File: src/rtl/faux_sata_hd_oob.sv
// Device-side SATA OOB / link bring-up model: answers COMRESET/COMWAKE,
// sends dial-tone then ALIGN until the host locks, then idles on SYNC/HOLD.
//
// state          | meaning
// ---------------+-----------------------------------------------------
// S_IDLE         | link down, transmitter quiet
// S_COMINIT_WAIT | COMRESET seen, counting down to COMINIT
// S_SEND_COMINIT | one-cycle COMINIT pulse to host
// S_WAIT_COMWAKE | waiting for host COMWAKE
// S_SEND_COMWAKE | one-cycle COMWAKE pulse to host
// S_DIAL         | dial-tone, waiting for host ALIGN (with timeout)
// S_ALIGN        | sending ALIGN, waiting for 3 host non-ALIGN primitives
// S_READY        | link up, SYNC/HOLD with periodic ALIGN pairs
module faux_sata_hd_oob #(
  parameter int COMINIT_DELAY  = 16,
  parameter int DIAL_TIMEOUT   = 2048,
  parameter int ALIGN_INTERVAL = 256
) (
  input  logic        clk,
  input  logic        rst,
  input  logic        comm_reset_detect,
  input  logic        comm_wake_detect,
  input  logic [31:0] rx_din,
  input  logic [3:0]  rx_isk,
  input  logic        rx_is_elec_idle,
  input  logic        dbg_hold,
  output logic [31:0] tx_dout,
  output logic [3:0]  tx_isk,
  output logic        tx_comm_reset,
  output logic        tx_comm_wake,
  output logic        rx_byte_is_aligned,
  output logic        hd_ready
);

  localparam logic [31:0] PRIM_ALIGN = 32'h7B4A4ABC;
  localparam logic [31:0] PRIM_SYNC  = 32'hB5B5957C;
  localparam logic [31:0] PRIM_HOLD  = 32'hD5D5AA7C;
  localparam logic [31:0] PRIM_DIAL  = 32'h4A4A4A4A;
  localparam logic [3:0]  ISK_PRIM   = 4'b0001;

  localparam int CNT_MAX = (COMINIT_DELAY > DIAL_TIMEOUT) ? COMINIT_DELAY : DIAL_TIMEOUT;
  localparam int CNT_W   = (CNT_MAX > 2) ? $clog2(CNT_MAX) : 1;
  localparam int SLOT_W  = (ALIGN_INTERVAL > 2) ? $clog2(ALIGN_INTERVAL) : 1;

  typedef enum logic [2:0] {
    S_IDLE,
    S_COMINIT_WAIT,
    S_SEND_COMINIT,
    S_WAIT_COMWAKE,
    S_SEND_COMWAKE,
    S_DIAL,
    S_ALIGN,
    S_READY
  } state_t;

  state_t              state, state_nxt;
  logic [CNT_W-1:0]    cnt, cnt_nxt;
  logic [1:0]          run_cnt, run_nxt;
  logic [SLOT_W-1:0]   slot_cnt, slot_nxt;

  logic        host_align;
  logic        host_non_align;
  logic [31:0] dout_nxt;
  logic [3:0]  isk_nxt;
  logic        creset_nxt;
  logic        cwake_nxt;
  logic        aligned_nxt;
  logic        ready_nxt;

  assign host_align     = !rx_is_elec_idle && (rx_din == PRIM_ALIGN) && (rx_isk == ISK_PRIM);
  assign host_non_align = (rx_isk == ISK_PRIM) && (rx_din != PRIM_ALIGN);

  always_ff @(posedge clk or negedge rst) begin
    if (!rst) begin
      state    <= S_IDLE;
      cnt      <= '0;
      run_cnt  <= '0;
      slot_cnt <= '0;
    end else begin
      state    <= state_nxt;
      cnt      <= cnt_nxt;
      run_cnt  <= run_nxt;
      slot_cnt <= slot_nxt;
    end
  end

  // COMRESET overrides everything, including a coincident COMWAKE.
  always_comb begin
    state_nxt = state;
    cnt_nxt   = cnt;
    run_nxt   = run_cnt;
    slot_nxt  = slot_cnt;
    if (comm_reset_detect) begin
      state_nxt = S_COMINIT_WAIT;
      cnt_nxt   = '0;
      run_nxt   = '0;
      slot_nxt  = '0;
    end else begin
      case (state)
        S_IDLE: begin
          state_nxt = S_IDLE;
        end
        S_COMINIT_WAIT: begin
          if (cnt == CNT_W'(COMINIT_DELAY - 1)) begin
            state_nxt = S_SEND_COMINIT;
            cnt_nxt   = '0;
          end else begin
            cnt_nxt = cnt + CNT_W'(1);
          end
        end
        S_SEND_COMINIT: begin
          state_nxt = S_WAIT_COMWAKE;
        end
        S_WAIT_COMWAKE: begin
          if (comm_wake_detect) state_nxt = S_SEND_COMWAKE;
        end
        S_SEND_COMWAKE: begin
          state_nxt = S_DIAL;
          cnt_nxt   = '0;
        end
        S_DIAL: begin
          if (host_align) begin
            state_nxt = S_ALIGN;
            run_nxt   = '0;
            cnt_nxt   = '0;
          end else if (cnt == CNT_W'(DIAL_TIMEOUT - 1)) begin
            state_nxt = S_IDLE;
            cnt_nxt   = '0;
          end else begin
            cnt_nxt = cnt + CNT_W'(1);
          end
        end
        S_ALIGN: begin
          if (host_non_align) begin
            if (run_cnt == 2'd2) begin
              state_nxt = S_READY;
              run_nxt   = '0;
              slot_nxt  = '0;
            end else begin
              run_nxt = run_cnt + 2'd1;
            end
          end else begin
            run_nxt = '0;
          end
        end
        S_READY: begin
          // slot_cnt tracks the slot of the dword currently on tx_dout
          if (slot_cnt == SLOT_W'(ALIGN_INTERVAL - 1)) slot_nxt = '0;
          else                                         slot_nxt = slot_cnt + SLOT_W'(1);
        end
        default: begin
          state_nxt = S_IDLE;
          cnt_nxt   = '0;
          run_nxt   = '0;
          slot_nxt  = '0;
        end
      endcase
    end
  end

  // Outputs are decoded from the next state so they line up with the state register.
  always_comb begin
    dout_nxt    = '0;
    isk_nxt     = '0;
    creset_nxt  = 1'b0;
    cwake_nxt   = 1'b0;
    aligned_nxt = 1'b0;
    ready_nxt   = 1'b0;
    case (state_nxt)
      S_SEND_COMINIT: creset_nxt = 1'b1;
      S_SEND_COMWAKE: cwake_nxt  = 1'b1;
      S_DIAL: begin
        dout_nxt = PRIM_DIAL;
      end
      S_ALIGN: begin
        dout_nxt    = PRIM_ALIGN;
        isk_nxt     = ISK_PRIM;
        aligned_nxt = 1'b1;
      end
      S_READY: begin
        isk_nxt     = ISK_PRIM;
        aligned_nxt = 1'b1;
        ready_nxt   = 1'b1;
        if (slot_nxt >= SLOT_W'(ALIGN_INTERVAL - 2)) dout_nxt = PRIM_ALIGN;
        else if (dbg_hold)                           dout_nxt = PRIM_HOLD;
        else                                         dout_nxt = PRIM_SYNC;
      end
      default: begin
        dout_nxt = '0;
      end
    endcase
  end

  always_ff @(posedge clk or negedge rst) begin
    if (!rst) begin
      tx_dout            <= '0;
      tx_isk             <= '0;
      tx_comm_reset      <= 1'b0;
      tx_comm_wake       <= 1'b0;
      rx_byte_is_aligned <= 1'b0;
      hd_ready           <= 1'b0;
    end else begin
      tx_dout            <= dout_nxt;
      tx_isk             <= isk_nxt;
      tx_comm_reset      <= creset_nxt;
      tx_comm_wake       <= cwake_nxt;
      rx_byte_is_aligned <= aligned_nxt;
      hd_ready           <= ready_nxt;
    end
  end

endmodule

File: config.mk
export PLATFORM = sky130hd
export DESIGN_NAME = faux_sata_hd_oob
export DESIGN_NICKNAME = d
export VERILOG_FILES = /design/src/rtl/faux_sata_hd_oob.sv
export SDC_FILE = /design/constraint.sdc
export NUM_CORES = 1
export LEC_CHECK = 0
export CELL_PAD_IN_SITES_DETAIL_PLACEMENT = 0
export CELL_PAD_IN_SITES_GLOBAL_PLACEMENT = 1
export CORE_ASPECT_RATIO = 0.8
export CORE_MARGIN = 5
export CORE_UTILIZATION = 36
export DETAILED_ROUTE_END_ITERATION = 6
export PLACE_DENSITY = 0.92
export SLEW_MARGIN = 0
export SYNTH_ARGS = -nofsm -noshare
export SYNTH_HDL_FRONTEND = slang
export SYNTH_SLANG_ARGS = --single-unit
File: constraint.sdc
create_clock -name clk -period 4.13 [get_ports clk]
set_input_delay 0.413 -clock clk [delete_from_list [all_inputs] [get_ports clk]]
set_output_delay 0.413 -clock clk [all_outputs]
set_load 0.01 [all_outputs]
==> results by group, run 1 <==
Routing
  – Wire length per cell: approximately 15 microns
  – DR pass1 iterations: 4
  – Post-route ant nets: 0
  – Vias per Instance: 5.12
  – Via count: 1,966
  – WL final: 5.67 mm
  – Drt drc: 0
  – Initial DRC count: 123

Global routing
  – Grt total ovfl: 0
  – Initial antenna violation count: 0
  – Number of global-route vias before repair: 1,973
  – First-pass GRT wire length: between 9 and 10 mm
  – Largest net degree at the start of global routing: 39
  – Routing usage on met2: 25.0%
  – Met3 global-route usage: just over 3%
  – GR Util met1: 17.5%
  – Overall routing resource usage: 14.1%
  – GR peak layer: met2

Yosys
  – Main synth FF type: dfrtp_1
  – Area contributors post-synth: dfrtp_1, buf_4, nor2_1
  – Synth Register Bits: 38
  – Post-synth EDFFs: 0
  – Async S/R FF share, synth: 100%
  – Main combinational cell family by area after synthesis: simple AND/OR/NAND/NOR gates
  – Most area-hungry cell type in the Yosys netlist: dfrtp_1
  – Syn_area_per_cell: 9.52 sq um
  – Post-Synth XOR/XNOR Area: between 1 and 1.5%
  – Mapped Cells: 246
  – Most common cell in the netlist: dfrtp_1
  – Compound-cell area share of the yosys netlist: 16.1%
  – Synth top cells by count: dfrtp_1, buf_4, nor2_1
  – Post-synthesis simple-gate area fraction: between 20% and 30%
  – Synth Cell Area: 0.00234 sq mm
  – Yosys warning count: 0
  – Sequential area share after synthesis: 40.6%
  – Synthesized-area fraction occupied by adder cells: under 10%
  – Share of the synthesized area in the top cell type: 40.6%
  – Yosys cell types: 64
  – Post-synthesis mux area share: 1.76%

Timing
  – Post-Route Setup TNS: 0 ns
  – Final min period: 2.69 ns
  – Hold WS: 0.212 ns
  – Final hold vios: 0
  – Setup slack after layout: 1.44 ns
  – Max frequency: 0.371 GHz
  – Slew Viols, Final: 0
  – Final Cycle Share: 65.2%
  – Slew @ Worst Pin: around 0.83 ns
  – Max_slew headroom: 44.7%
  – Setup violators final: 0
  – Unrepaired setup endpoints after global routing: no
  – Clock Skew: just over 0.007 ns

Power
  – Sw Ratio: 20.3%
  – Sequential share of power: between 40 and 50%
  – Leak Pwr: 1.28 nW
  – Sw power: 169 uW
  – Power density cells: 265 mW/mm^2
  – Clk pwr share: 45.7%
  – Combinational power share: under 10%
  – Int Pwr: 661 uW
  – VDD IR max: 133 uV

Outcome
  – Outcome: finished clean

Finish
  – Antenna Cells: 0
  – Nets: roughly 340
  – Share of post-route cells with drive strength above 1: 9.00%
  – P&R area growth vs syn: 33.6%

Floorplanning
  – Starting Density: between 30% and 40%
  – Die H: slightly above 80 microns
  – Core Area: between 0.006 and 0.007 sq mm
  – Die area: 0.00823 sq mm
  – I/O pins: 82
  – Die width: 100 microns
  – Row Count: 26

Worst hold path
  – HP Class: primary input to asynchronous set/reset pin

Critical path
  – CP endpoint kind: register
  – Max incr delay on CP: 0.50 ns
  – Delay-heaviest family, CP: simple AND/OR/NAND/NOR gates
  – Crit-path max FO: 8
  – CP Data Arrival Time: around 2.9 ns
  – Req. time, crit path: roughly 4.3 ns
  – Setup CP Type: primary input to register
  – Buffer and inverter count on the worst path: 1
  – CP max stage cell: or4bb_1
  – Startpoint types: primary input
  – Cell Chain, Critical Path: clkdlybuf4s50_1 > or4bb_1 > nor4_2 > and2_1 > a221o_2 > a21o_4 > nor2_2 > a221o_1

Clock network
  – Hold buffers post-CTS: 0
  – Clk sinks: 38
  – Clock Tree Buf Depth: 2
  – Clk root buf: clkbuf_8
  – CTS Buf Count: 5
  – Clk slew on worst S/H paths: approximately 0.08 ns
  – Setup Fix Bufs, Post-CTS: 0
  – Skew-Pair Late Insertion Delay: 0.29 ns
  – CTS tree: done
  – Cts repair resizes: 0
  – H-tree levels: 2

Placement
  – Placement Setup Slack: 1.11 ns
  – Placer Congestion: 0.817
  – Detailed placement HPWL: 4.38 mm
  – PortBufs: 77

Run
  – Maxcap violations: 0
-- state kept, by name, indices dropped and copies added, names as in the netlist --
register	count
slot_cnt	8
tx_comm_wake	1
tx_dout	11
run_cnt	2
hd_ready	1
tx_comm_reset	1
cnt	11
state	3
-- final timing paths --
| path | from | endpoint | slack (ns) | depth (start not counted) |
|---|---|---|---|---|
| worst max register to register | cnt[7]$_DFFE_PN0P_ | tx_dout[27]$_DFF_PN0_ | 1.64 | 7 |
| min in group clk | cnt[1]$_DFFE_PN0P_ | cnt[1]$_DFFE_PN0P_ | 0.54 | 2 |
| worst min-delay path | rst | slot_cnt[0]$_DFF_PN0_ | 0.21 | 1 |
| max in group asynchronous | rst | cnt[8]$_DFFE_PN0P_ | 3.39 | 1 |
| worst max-delay path | rx_din[22] | cnt[4]$_DFFE_PN0P_ | 1.44 | 8 |
| worst min register to register | cnt[1]$_DFFE_PN0P_ | cnt[1]$_DFFE_PN0P_ | 0.54 | 2 |
-- cells by family (layout without fill, tap and decap cells) --
group | Yosys count | in the layout
buf+inv | 39 | 90
flops | 38 | 38
fa+ha+maj | 2 | 2
compound gates | 53 | 53
other cells | 1 | 4
mux | 4 | 4
xor+xnor | 3 | 3
simple gates | 106 | 106
-- per-layer routing --
layer,routed length [microns],up-vias,share of wire [%]
met5,0,-,0
met4,53,0,0.94
met3,277,8,4.9
met2,2790,37,49
met1,2550,956,45
li1,-,965,-
-- final cells by class --
cell class              instances  area [sq um]
clock inverters                 3          68.8
fillers                       592          3220
inverters                       5          20.0
multi-input cells             172          1150
flip-flops and latches         38           951
well taps                      84           105
repair buffers                 77           766
clock buffers                   5          68.8
-- placed cells by master (no fill, tap or decap), drive strengths merged, types with 7 or more instances in the layout --
cell,count
nand3,8
dfrtp,38
a22o,7
clkdlybuf4s50,76
nor2b,7
nor2,25
o21ai,16
nand2,14
a21oi,9
nand4,8
-- through the flow --
step | total power, mW | util (%) | std cells | instance area (sq um)
finish | 0.830 | 49.3 | 384 | 3130
CTS | 0.838 | 49.3 | 384 | 3130
global route | 0.864 | 49.3 | 384 | 3130
detailed placement | 0.459 | 47.1 | 376 | 2990
global placement | 0.456 | 47.1 | 376 | 2990
floorplan | 0.411 | - | 249 | 2350
-- power by group through the flow --
stage / Combinational [mW] / Clock (mW) / Sequential [mW]
finish: 0.0709 / 0.379 / 0.380
global placement: 0.0695 / 0 / 0.387
CTS: 0.0720 / 0.386 / 0.380
global route: 0.0780 / 0.405 / 0.381
floorplan: 0.0250 / 0 / 0.386
detailed placement: 0.0717 / 0 / 0.387
(Power assumes the default switching activity.)
==> run 2: changes to the inputs <==
--- a/config.mk
+++ b/config.mk
@@ -9,9 +9,9 @@
 export CELL_PAD_IN_SITES_GLOBAL_PLACEMENT = 1
 export CORE_ASPECT_RATIO = 0.8
 export CORE_MARGIN = 5
-export CORE_UTILIZATION = 36
+export CORE_UTILIZATION = 30
 export DETAILED_ROUTE_END_ITERATION = 6
-export PLACE_DENSITY = 0.92
+export PLACE_DENSITY = 0.83
 export SLEW_MARGIN = 0
 export SYNTH_ARGS = -nofsm -noshare
 export SYNTH_HDL_FRONTEND = slang
==> constraint.sdc (replaced) <==
create_clock -name clk -period 2.2 [get_ports clk]
set_input_delay 0.22 -clock clk [delete_from_list [all_inputs] [get_ports clk]]
set_output_delay 0.22 -clock clk [all_outputs]
set_load 0.01 [all_outputs]
==> results by group, run 2 (same netlist as run 1, synthesis figures left out) <==
Worst hold path
  – HP Class: primary input to asynchronous set/reset pin (unchanged)

Outcome
  – Outcome: finished clean (unchanged)

Placement
  – Placement Setup Slack: -0.532 ns (was 1.11 ns)
  – Detailed placement HPWL: 4.66 mm (was 4.38 mm)
  – Placer Congestion: 0.916 (was 0.817)
  – PortBufs: 77 (unchanged)
  – Inst Count DP: 426 (was 376)

Timing
  – Max frequency: 0.462 GHz
  – Max_slew headroom: 43.6% (was 44.7%)
  – Final hold vios: 0 (unchanged)
  – Slew Viols, Final: 0 (unchanged)
  – Setup slack after layout: 0.0346 ns (was 1.44 ns)
  – Clock Skew: 0.00700 ns (was 0.00724 ns)
  – Final min period: 2.17 ns
  – Setup violators final: 0 (unchanged)
  – Unrepaired setup endpoints after global routing: yes (was no)
  – Hold WS: 0.0287 ns (was 0.212 ns)
  – Final Cycle Share: 98.4%
  – Slew @ Worst Pin: 0.846 ns (was 0.829 ns)

Clock network
  – Clock Tree Buf Depth: 2 (unchanged)
  – Clk sinks: 38 (unchanged)
  – Clk root buf: clkbuf_8 (unchanged)
  – Skew-Pair Late Insertion Delay: 0.29 ns (about the same)
  – H-tree levels: 2 (unchanged)
  – Hold buffers post-CTS: 0 (unchanged)
  – Clk slew on worst S/H paths: 0.08 ns (about the same)
  – CTS tree: done (unchanged)
  – CTS Buf Count: 5 (unchanged)

Routing
  – Drt drc: 0 (unchanged)
  – Initial DRC count: 97 (was 123)
  – WL final: 6.07 mm (was 5.67 mm)
  – Via count: 2,073 (was 1,966)
  – Vias per Instance: 4.74 (was 5.12)
  – Post-route ant nets: 0 (unchanged)
  – Wire length per cell: 13.9 microns (was 14.8 microns)
  – DR pass1 iterations: 4 (unchanged)

Critical path
  – CP Data Arrival Time: 2.40 ns (was 2.87 ns)
  – Crit path from: rx_isk[2] (was rx_din[22])
  – FF-to-FF End: cnt[4]$_DFFE_PN0P_ (was tx_dout[27]$_DFF_PN0_)
  – CP endpoint kind: register (unchanged)
  – R2R Setup Slk: 0.05 ns (was 1.64 ns)
  – Crit-path max FO: 3 (was 8)
  – Req. time, crit path: 2.43 ns (was 4.31 ns)
  – Startpoint types: primary input (unchanged)
  – Worst R2R Start: cnt[8]$_DFFE_PN0P_ (was cnt[7]$_DFFE_PN0P_)
  – Setup CP Type: primary input to register (unchanged)
  – Worst R2R Path Depth: 7 (unchanged)

Power
  – Combinational power share: 10.7% (was 8.5%)
  – Leak Pwr: 1.55 nW (was 1.28 nW)
  – VDD IR max: 211 uV (was 133 uV)
  – Clk pwr share: 37.5% (was 45.7%)
  – Sw Ratio: 23.9% (was 20.3%)
  – Int Pwr: 1.05 mW (was 661 uW)
  – Sw power: 328 uW (was 169 uW)
  – Sequential share of power: 51.7% (was 45.8%)
  – Power density cells: 397 mW/mm^2 (was 265 mW/mm^2)

Run
  – Maxcap violations: 0 (unchanged)

Finish
  – Multi-input gate area: 0.00124 sq mm (was 0.00115 sq mm)
  – Commonest non-fill, non-tap cell in the layout: clkdlybuf4s50_1 (unchanged)
  – P&R area growth vs syn: 47.9% (was 33.6%)
  – Finished Layout Cells: 437 (was 384)
  – Commonest non-fill, non-tap cells in the layout: clkdlybuf4s50_1, dfrtp_1, buf_4, nor2_1, nand2_1 (was clkdlybuf4s50_1, dfrtp_1, nor2_1, o21ai_0, nand2_1)
  – Reg area: 951 sq um (unchanged)
  – Nets: 375 (was 343)
  – Share of post-route cells with drive strength above 1: 22.0% (was 9.00%)
  – Antenna Cells: 0 (unchanged)
  – Largest regs: cnt x11, tx_dout x11, slot_cnt x8 (unchanged)
  – # fillers: 727 (was 592)

Floorplanning
  – Die area: 0.00968 sq mm (was 0.00823 sq mm)
  – Row Count: 28 (was 26)
  – Die H: 89.0 microns (was 82.1 microns)
  – I/O pins: 82 (unchanged)
  – Die width: 109 microns (was 100 microns)
  – Starting Density: 31.2% (was 36.9%)
  – Core Area: 0.00750 sq mm (was 0.00634 sq mm)

Global routing
  – Initial antenna violation count: 0 (unchanged)
  – First-pass GRT wire length: 9.54 mm (was 9.25 mm)
  – Overall routing resource usage: 12.4% (was 14.1%)
  – Grt total ovfl: 0 (unchanged)
  – Number of global-route vias before repair: 1,972 (was 1,973)
  – Largest net degree at the start of global routing: 39 (unchanged)
-- run 2: cell count changes in the layout (fill, tap and decap cells not counted), moves of 4 or more --
cell,change
clkdlybuf4s50_1,-15
dlymetal6s2s_1,+8
buf_4,+31
dlygate4sd2_1,+7
o21ai_0,-4
-- run 2: worst max path at each step --
stage	endpoint	slack [ns]	depth (start not counted)
finish	tx_dout[13]$_DFF_PN0_	0.03	8
CTS	tx_dout[21]$_DFF_PN0_	0.0007	9
floorplan	tx_dout[13]$_DFF_PN0_	0.05	7
global placement	cnt[4]$_DFFE_PN0P_	-0.47	8
global route	cnt[4]$_DFFE_PN0P_	-0.05	7
detailed placement	cnt[4]$_DFFE_PN0P_	-0.53	8
-- run 2: final cells by class --
| class | instances | area share (%) |
|---|---|---|
| Multi-Input combinational cell | 172 | 35.9 |
| Timing Repair Buffer | 109 | 29.5 |
| Sequential cell | 38 | 27.5 |
| Tap cell | 105 | 3.79 |
| Clock buffer | 6 | 2.38 |
| Inverter | 5 | 0.578 |
| Clock inverter | 2 | 0.361 |
-- run 2: worst max-delay path, cell delays in order --
cell	delay (ns)
dlygate4sd2_1	0.22
or4b_4	0.54
or3b_4	0.42
a211o_1	0.26
a31o_2	0.25
nand4_1	0.13
and3_4	0.22
and2_4	0.13
-- run 2: power groups by stage --
stage | sequential [mW] | combinational, mW | clock (mW)
2_1_floorplan | 0.725 | 0.0469 | 0
3_3_place_gp | 0.723 | 0.148 | 0
3_5_place_dp | 0.724 | 0.150 | 0
4_1_cts | 0.710 | 0.150 | 0.531
5_1_grt | 0.712 | 0.162 | 0.562
6_report | 0.711 | 0.147 | 0.516
-- run 2: per-layer routing --
metal  track usage [%]  wire length, microns
met1              17.4                  2840
met2              20.0                  2890
met3              2.45                   317
met4              2.75                    27
met5                 0                     0
-- run 2: what timing repair did --
action	CTS	global route
resized for setup	20	20
buffers inserted	2	1
pin swaps	16	15
endpoints found under the hold margin	0	0
endpoints found under the setup margin	26	22
-- run 2: stage by stage --
stage          power [mW]  util (%)  TNS, ns  cell area, sq um
6_report             1.37      46.2        0              3460
5_1_grt              1.44      46.2   -0.245              3460
4_1_cts              1.39      45.3        0              3400
3_5_place_dp        0.874      43.1   -13.16              3230
3_3_place_gp        0.871      43.1   -11.40              3230
2_1_floorplan       0.772         -        0              2350
